### src/rtl/vanilla_decode_queue.sv
// vanilla_decode_queue
//   Small instruction queue between fetch and issue. Each RV32 instruction is
//   decoded when it is enqueued, and the 12 decode flags are stored with it.
//   Issue is held back in three cases: a fence is waiting for memory ops to
//   drain, a memory op would exceed the outstanding limit, or the FSM is in
//   FENCE_WAIT.
//
// Ports
//   clk_i, reset_n_i               clock, asynchronous active-low reset
//   instr_v_i/instr_i/pc_i         enqueue side; instr_ready_o = not full
//   flush_i                        drop every queued entry, FSM back to RUN
//   dec_v_o/dec_instr_o/dec_pc_o   head entry presented to the consumer
//   dec_flags_o                    stored decode flags of the head entry
//   dec_yumi_i                     consumer takes the head (only when dec_v_o)
//   mem_resp_v_i                   one memory op retired
//   outstanding_o                  number of issued memory ops not yet retired
//   fence_stall_o                  FSM is in FENCE_WAIT
//   err_o                          sticky: a response arrived with nothing outstanding
module vanilla_decode_queue #(
    parameter int els_p      = 4,
    parameter int pc_width_p = 24,
    parameter int max_out_p  = 15,
    localparam int cnt_w     = $clog2(max_out_p + 1)
) (
    input  logic                  clk_i,
    input  logic                  reset_n_i,
    input  logic                  instr_v_i,
    input  logic [31:0]           instr_i,
    input  logic [pc_width_p-1:0] pc_i,
    output logic                  instr_ready_o,
    input  logic                  flush_i,
    output logic                  dec_v_o,
    output logic [31:0]           dec_instr_o,
    output logic [pc_width_p-1:0] dec_pc_o,
    output logic [11:0]           dec_flags_o,
    input  logic                  dec_yumi_i,
    input  logic                  mem_resp_v_i,
    output logic [cnt_w-1:0]      outstanding_o,
    output logic                  fence_stall_o,
    output logic                  err_o
);

    localparam int ptr_w = $clog2(els_p);

    localparam logic [6:0] OPC_LUI      = 7'b0110111;
    localparam logic [6:0] OPC_AUIPC    = 7'b0010111;
    localparam logic [6:0] OPC_JAL      = 7'b1101111;
    localparam logic [6:0] OPC_JALR     = 7'b1100111;
    localparam logic [6:0] OPC_BRANCH   = 7'b1100011;
    localparam logic [6:0] OPC_LOAD     = 7'b0000011;
    localparam logic [6:0] OPC_STORE    = 7'b0100011;
    localparam logic [6:0] OPC_OP       = 7'b0110011;
    localparam logic [6:0] OPC_OP_IMM   = 7'b0010011;
    localparam logic [6:0] OPC_AMO      = 7'b0101111;
    localparam logic [6:0] OPC_MISC_MEM = 7'b0001111;

    typedef enum logic {RUN, FENCE_WAIT} state_t;

    function automatic logic [11:0] decode_flags(input logic [31:0] ins);
        logic [6:0]  op;
        logic        is_lui, is_auipc, is_jal, is_jalr, is_br, is_ld;
        logic        is_st, is_op, is_opi, is_amo, is_misc;
        logic [11:0] f;
        op       = ins[6:0];
        is_lui   = (op == OPC_LUI);
        is_auipc = (op == OPC_AUIPC);
        is_jal   = (op == OPC_JAL);
        is_jalr  = (op == OPC_JALR);
        is_br    = (op == OPC_BRANCH);
        is_ld    = (op == OPC_LOAD);
        is_st    = (op == OPC_STORE);
        is_op    = (op == OPC_OP);
        is_opi   = (op == OPC_OP_IMM);
        is_amo   = (op == OPC_AMO);
        is_misc  = (op == OPC_MISC_MEM);
        f        = '0;
        f[0]  = (ins[11:7] != 5'd0) &
                (is_lui | is_auipc | is_jal | is_jalr | is_ld | is_op | is_opi | is_amo);
        f[1]  = is_ld | is_st | is_amo;
        f[2]  = is_ld | is_amo;
        f[3]  = is_st;
        f[4]  = is_br;
        f[5]  = is_jal | is_jalr;
        f[6]  = is_jalr | is_br | is_ld | is_st | is_op | is_opi | is_amo;
        f[7]  = is_br | is_st | is_op | (is_amo & (ins[31:27] == 5'b00001));
        f[8]  = is_auipc;
        f[9]  = is_op & (ins[31:25] == 7'b0000001) & (ins[14:12] != 3'b000);
        // fence / fence.i must have zero rs1/rd and the reserved upper bits clear
        f[10] = is_misc & (ins[14:12] == 3'b000) & (ins[19:15] == 5'd0) &
                (ins[11:7] == 5'd0) & (ins[31:28] == 4'd0);
        f[11] = is_misc & (ins[14:12] == 3'b001) & (ins[19:15] == 5'd0) &
                (ins[11:7] == 5'd0) & (ins[31:20] == 12'd0);
        return f;
    endfunction

    logic [31:0]           r_instr [els_p];
    logic [pc_width_p-1:0] r_pc    [els_p];
    logic [11:0]           r_flags [els_p];
    logic [ptr_w-1:0]      r_rd_ptr, r_wr_ptr;
    logic [ptr_w:0]        r_count;
    logic [cnt_w-1:0]      r_out;
    logic                  r_err;
    state_t                r_state;
    logic                  r_fence_stall;

    logic        w_empty, w_full, w_enq, w_deq, w_inc;
    logic        w_head_fence, w_head_mem, w_out_zero, w_out_max;
    logic [11:0] w_head_flags;

    assign w_empty      = (r_count == '0);
    assign w_full       = (r_count == (ptr_w+1)'(els_p));
    assign w_head_flags = r_flags[r_rd_ptr];
    assign w_head_fence = ~w_empty & (w_head_flags[10] | w_head_flags[11]);
    assign w_head_mem   = ~w_empty & w_head_flags[1];
    assign w_out_zero   = (r_out == '0);
    assign w_out_max    = (r_out == cnt_w'(max_out_p));

    // ready looks only at occupancy, never at dec_yumi_i
    assign instr_ready_o = ~w_full;
    assign dec_v_o       = ~w_empty & (r_state == RUN) &
                           ~(w_head_fence & ~w_out_zero) &
                           ~(w_head_mem & w_out_max);
    assign dec_instr_o   = r_instr[r_rd_ptr];
    assign dec_pc_o      = r_pc[r_rd_ptr];
    assign dec_flags_o   = w_head_flags;

    // a flush cycle neither accepts a new entry nor retires the head
    assign w_enq = instr_v_i & ~w_full & ~flush_i;
    assign w_deq = dec_v_o & dec_yumi_i & ~flush_i;
    assign w_inc = w_deq & w_head_flags[1];

    assign outstanding_o = r_out;
    assign fence_stall_o = r_fence_stall;
    assign err_o         = r_err;

    always_ff @(posedge clk_i) begin
        if (w_enq) begin
            r_instr[r_wr_ptr] <= instr_i;
            r_pc[r_wr_ptr]    <= pc_i;
            r_flags[r_wr_ptr] <= decode_flags(instr_i);
        end
    end

    always_ff @(posedge clk_i or negedge reset_n_i) begin
        if (!reset_n_i) begin
            r_rd_ptr <= '0;
            r_wr_ptr <= '0;
            r_count  <= '0;
        end else if (flush_i) begin
            r_rd_ptr <= '0;
            r_wr_ptr <= '0;
            r_count  <= '0;
        end else begin
            if (w_enq) r_wr_ptr <= r_wr_ptr + ptr_w'(1);
            if (w_deq) r_rd_ptr <= r_rd_ptr + ptr_w'(1);
            case ({w_enq, w_deq})
                2'b10:   r_count <= r_count + (ptr_w+1)'(1);
                2'b01:   r_count <= r_count - (ptr_w+1)'(1);
                default: r_count <= r_count;
            endcase
        end
    end

    // Outstanding memory ops; flush does not touch this count.
    always_ff @(posedge clk_i or negedge reset_n_i) begin
        if (!reset_n_i) begin
            r_out <= '0;
            r_err <= 1'b0;
        end else if (w_inc & ~mem_resp_v_i) begin
            r_out <= r_out + cnt_w'(1);
        end else if (~w_inc & mem_resp_v_i) begin
            if (w_out_zero) r_err <= 1'b1;
            else            r_out <= r_out - cnt_w'(1);
        end
    end

    always_ff @(posedge clk_i or negedge reset_n_i) begin
        if (!reset_n_i) begin
            r_state       <= RUN;
            r_fence_stall <= 1'b0;
        end else if (flush_i) begin
            r_state       <= RUN;
            r_fence_stall <= 1'b0;
        end else begin
            case (r_state)
                RUN: begin
                    if (w_head_fence & ~w_out_zero) begin
                        r_state       <= FENCE_WAIT;
                        r_fence_stall <= 1'b1;
                    end
                end
                FENCE_WAIT: begin
                    // leave one cycle after the count has drained
                    if (w_out_zero) begin
                        r_state       <= RUN;
                        r_fence_stall <= 1'b0;
                    end
                end
                default: begin
                    r_state       <= RUN;
                    r_fence_stall <= 1'b0;
                end
            endcase
        end
    end

endmodule

### config.mk
export PLATFORM = sky130hd
export DESIGN_NAME = vanilla_decode_queue
export DESIGN_NICKNAME = d
export VERILOG_FILES = /design/src/rtl/vanilla_decode_queue.sv
export SDC_FILE = /design/constraint.sdc
export NUM_CORES = 1
export LEC_CHECK = 0
export BUFFER_PORTS_ARGS = -buffer_cell sky130_fd_sc_hd__buf_2
export CAP_MARGIN = 20
export CORE_MARGIN = 4
export CORE_UTILIZATION = 35
export DETAILED_ROUTE_END_ITERATION = 10
export SYNTH_ARGS = -nofsm -noshare
export SYNTH_HDL_FRONTEND = slang
export SYNTH_SLANG_ARGS = --single-unit
### constraint.sdc
create_clock -name clk_i -period 2.9 [get_ports clk_i]
set_input_delay 0.145 -clock clk_i [delete_from_list [all_inputs] [get_ports clk_i]]
set_output_delay 0.145 -clock clk_i [all_outputs]
set_load 0.02 [all_outputs]
==> results.cfg <==
[drt]
drtIter0Drc = 298
wl_met1_mm = 10.08
drt-wirelength-per-cell_um = 20.14
viasPerCell = 4.905
wl_mm = 23.38
top_layer = met4
vias = 5695
wl_met3_mm = 1.091
postRouteAntennaNets = 0
wl_met2_mm = 11.63
drt_pre_antenna_iters = 5
drcViolationCount = 0

[clock_network]
tritoncts = yes
cts.clk_slew.worst_paths_ns = 0.06
clk_latency_ns = 0.55
clock_sinks = 286
cts.htree.levels = 1
root_buffer = clkbuf_16
numCtsBuffers = 31
cts_buffer_depth = 3

[critical_path]
cp.arrival_ns = 3.43
crit_required_ns = 3.33
worstPathCellList = mux4_2 > a2111oi_4 > nand2_2 > nor2_4 > and2_4 > ha_4 > inv_4 > ha_4 > a21o_1 > a21oi_2 > xnor2_1 > nand2_1 > xnor2_1
crit_slowest_cell = mux4_2
slowest_delay_ns = 0.55
end_kind = register
start_kind = register
crit_type = reg2reg
cp_max_fo = 4

[cells_and_area]
antenna_cells = 0
nets = 813
fin_cells = 1161
fillers = 2609
areaGrowthSynthToFinish_pct = 29.36
final_common_cell = edfxtp_1
final_layout_size_suffix_gt1_share_pct = 39.74
multi_input_area_um2 = 2405
mostFrequentLayoutCells = edfxtp_1, buf_2, mux4_2, dlygate4sd3_1, clkbuf_16
seqCellArea_um2 = 8526

[sta]
final.min_clock_period_ns = 2.992
worst_slack_ns = -0.09154
fin_setup_tns_ns = -0.09154
rsz0062_at_grt = true
fin_crit_sh_pct = 103.2
maxSlewViolCount = 0
fmax_mhz = 334.3
worstMarginPinSlew_ns = 0.8515
relSlewSlack_pct = 43.23
fin_skew_ns = 0.01718
finalSetupViolations = 1
final_hold_viol_count = 0

[grt]
grt_use_total_pct = 13.54
grt_max_degree = 53
antenna_found_initial = 0
grt_overflow_total = 0
grt_pass1_wl_mm = 35.93
grt_pass1_vias = 6223

[synth]
syn_area_um2 = 10980
synth_seq_cells = 286
synth_edf_count = 272
ys_seq_area_share_pct = 77.59
synth_flop_cell = edfxtp_1
avgSynthCellArea_um2 = 21.83
syn-instance-count = 503
yosysUniqueCellTypes = 41
syn_nets = 575
yosys_warnings = 0
ys_async_sr_fraction_pct = 4.895

[floorplanning]
initial_core_util_pct = 35.70
core_um2 = 30750
rows = 64
dieArea_um2 = 34260
ioPinCount = 138
fp.dieH_um = 185.1
die_x_um = 185.1

[power_and_ir_drop]
p_leak_nw = 4.866
peakVddDrop_uv = 505.6
powerDensity_nw_per_um2 = 882.4
power_mw = 12.53

[placed_design]
portBuffers = 137
placed_cells = 1043
hpwl_mm = 14.74
routabilityCongestion = 0.7805

[run_status]
outcome = finished with violations
violations = negative setup slack

[run]
cap_violations = 0

[hold_path]
min_path_type = in2async
[worst max-delay path: cells and delay by family, from the launching register on]
kind,cells,cell delay [ns]
AO/OA/AOI/OAI,3,0.73
adder cells (fa/ha/maj),2,0.35
multiplexers,1,0.55
XOR/XNOR,2,0.29
AND/OR/NAND/NOR,4,0.49
buffers and inverters,1,0.05
flip-flops,1,0.43
[power breakdown]
group	leakage, nW	internal, mW	switching [mW]
clock network	0.591	3.01	1.55
registers	2.63	4.83	0.126
logic	1.64	1.32	1.69
[logic make-up (layout without fill, tap and decap cells)]
| logic type | after synthesis | in the layout | share of synthesized area [%] |
|---|---|---|---|
| AOI/OAI and AO/OA | 19 | 19 | 1.345 |
| muxes | 72 | 72 | 14.34 |
| and+or+nand+nor | 82 | 82 | 3.738 |
| buffers and inverters | 26 | 288 | 1.003 |
| DFF | 286 | 286 | 77.59 |
| adders and majority gates | 10 | 10 | 1.277 |
| xor gates and xnor gates | 8 | 8 | 0.7067 |
[per-stage QoR]
| step | setup slack (ns) | hold slack [ns] | instance area (µm²) | utilization, % |
|---|---|---|---|---|
| 2_1_floorplan | -0.1451 | -0.1506 | 11000 | - |
| 3_3_place_gp | -0.01844 | 0.05702 | 12360 | 40.19 |
| 3_5_place_dp | -0.1270 | 0.07333 | 12360 | 40.19 |
| 4_1_cts | -0.05925 | 0.005546 | 14170 | 46.08 |
| 5_1_grt | -0.2253 | 0.05275 | 14200 | 46.18 |
| 6_report | -0.09154 | 0.03977 | 14200 | 46.18 |
[cells in the mapped netlist, drive strengths merged (3+ instances only)]
library cell | instances | share of area [%]
mux4 | 68 | 14
ha | 8 | 0.91
dfrtp | 14 | 3.2
nand3 | 4 | 0.18
nor2 | 27 | 0.92
nor4 | 7 | 0.40
nand2 | 15 | 0.54
nor2b | 3 | 0.17
xor2 | 3 | 0.24
and2 | 7 | 0.40
clkbuf | 14 | 0.48
nand2b | 4 | 0.23
inv | 7 | 0.24
edfxtp | 272 | 74
a21oi | 8 | 0.36
nor3 | 5 | 0.23
xnor2 | 5 | 0.47
buf | 5 | 0.28
[per-layer routing]
layer  global-route usage [%]  vias up
li1                         -     2556
met1                    18.01     2951
met2                    23.11      144
met3                    2.494       44
met4                    3.641        0
met5                        0        -
[cell type report]
type	instances	area share (%)
inverters	7	0.2026
clock inverters	25	3.031
multi-input cells	191	16.93
flip-flops and latches	286	60.04
well taps	396	3.489
repair buffers	224	10.82
clock buffers	32	5.489
[timing repair]
| action | in CTS | in global routing |
|---|---|---|
| gates cloned | 0 | 0 |
| pin swaps | 1 | 8 |
| setup endpoints to repair | 2 | 4 |
| hold endpoints to repair | 245 | 0 |
| setup buffers | 1 | 1 |
| hold buffers | 59 | 0 |
| gates resized for setup | 2 | 5 |
[registers in the layout (all words and copies together), names as in the netlist]
register / flops
outstanding_o: 4
r_instr: 128
err_o: 1
fence_stall_o: 1
r_state: 1
r_flags: 48
r_count: 3
r_wr_ptr: 2
r_rd_ptr: 2
r_pc: 96
[worst paths after layout]
kind,from,to,slack [ns],depth (start not counted)
max in group asynchronous,reset_n_i,r_rd_ptr[0],2.56,2
min in group clk_i,instr_v_i,r_wr_ptr[1],0.04,4
hold reg to reg,err_o,err_o,0.48,1
setup reg to reg,r_rd_ptr[0],outstanding_o[3],-0.09,13
hold / removal,reset_n_i,outstanding_o[3],0.04,2
setup / recovery,r_rd_ptr[0],outstanding_o[3],-0.09,13
Power figures use the tool's default switching activity.
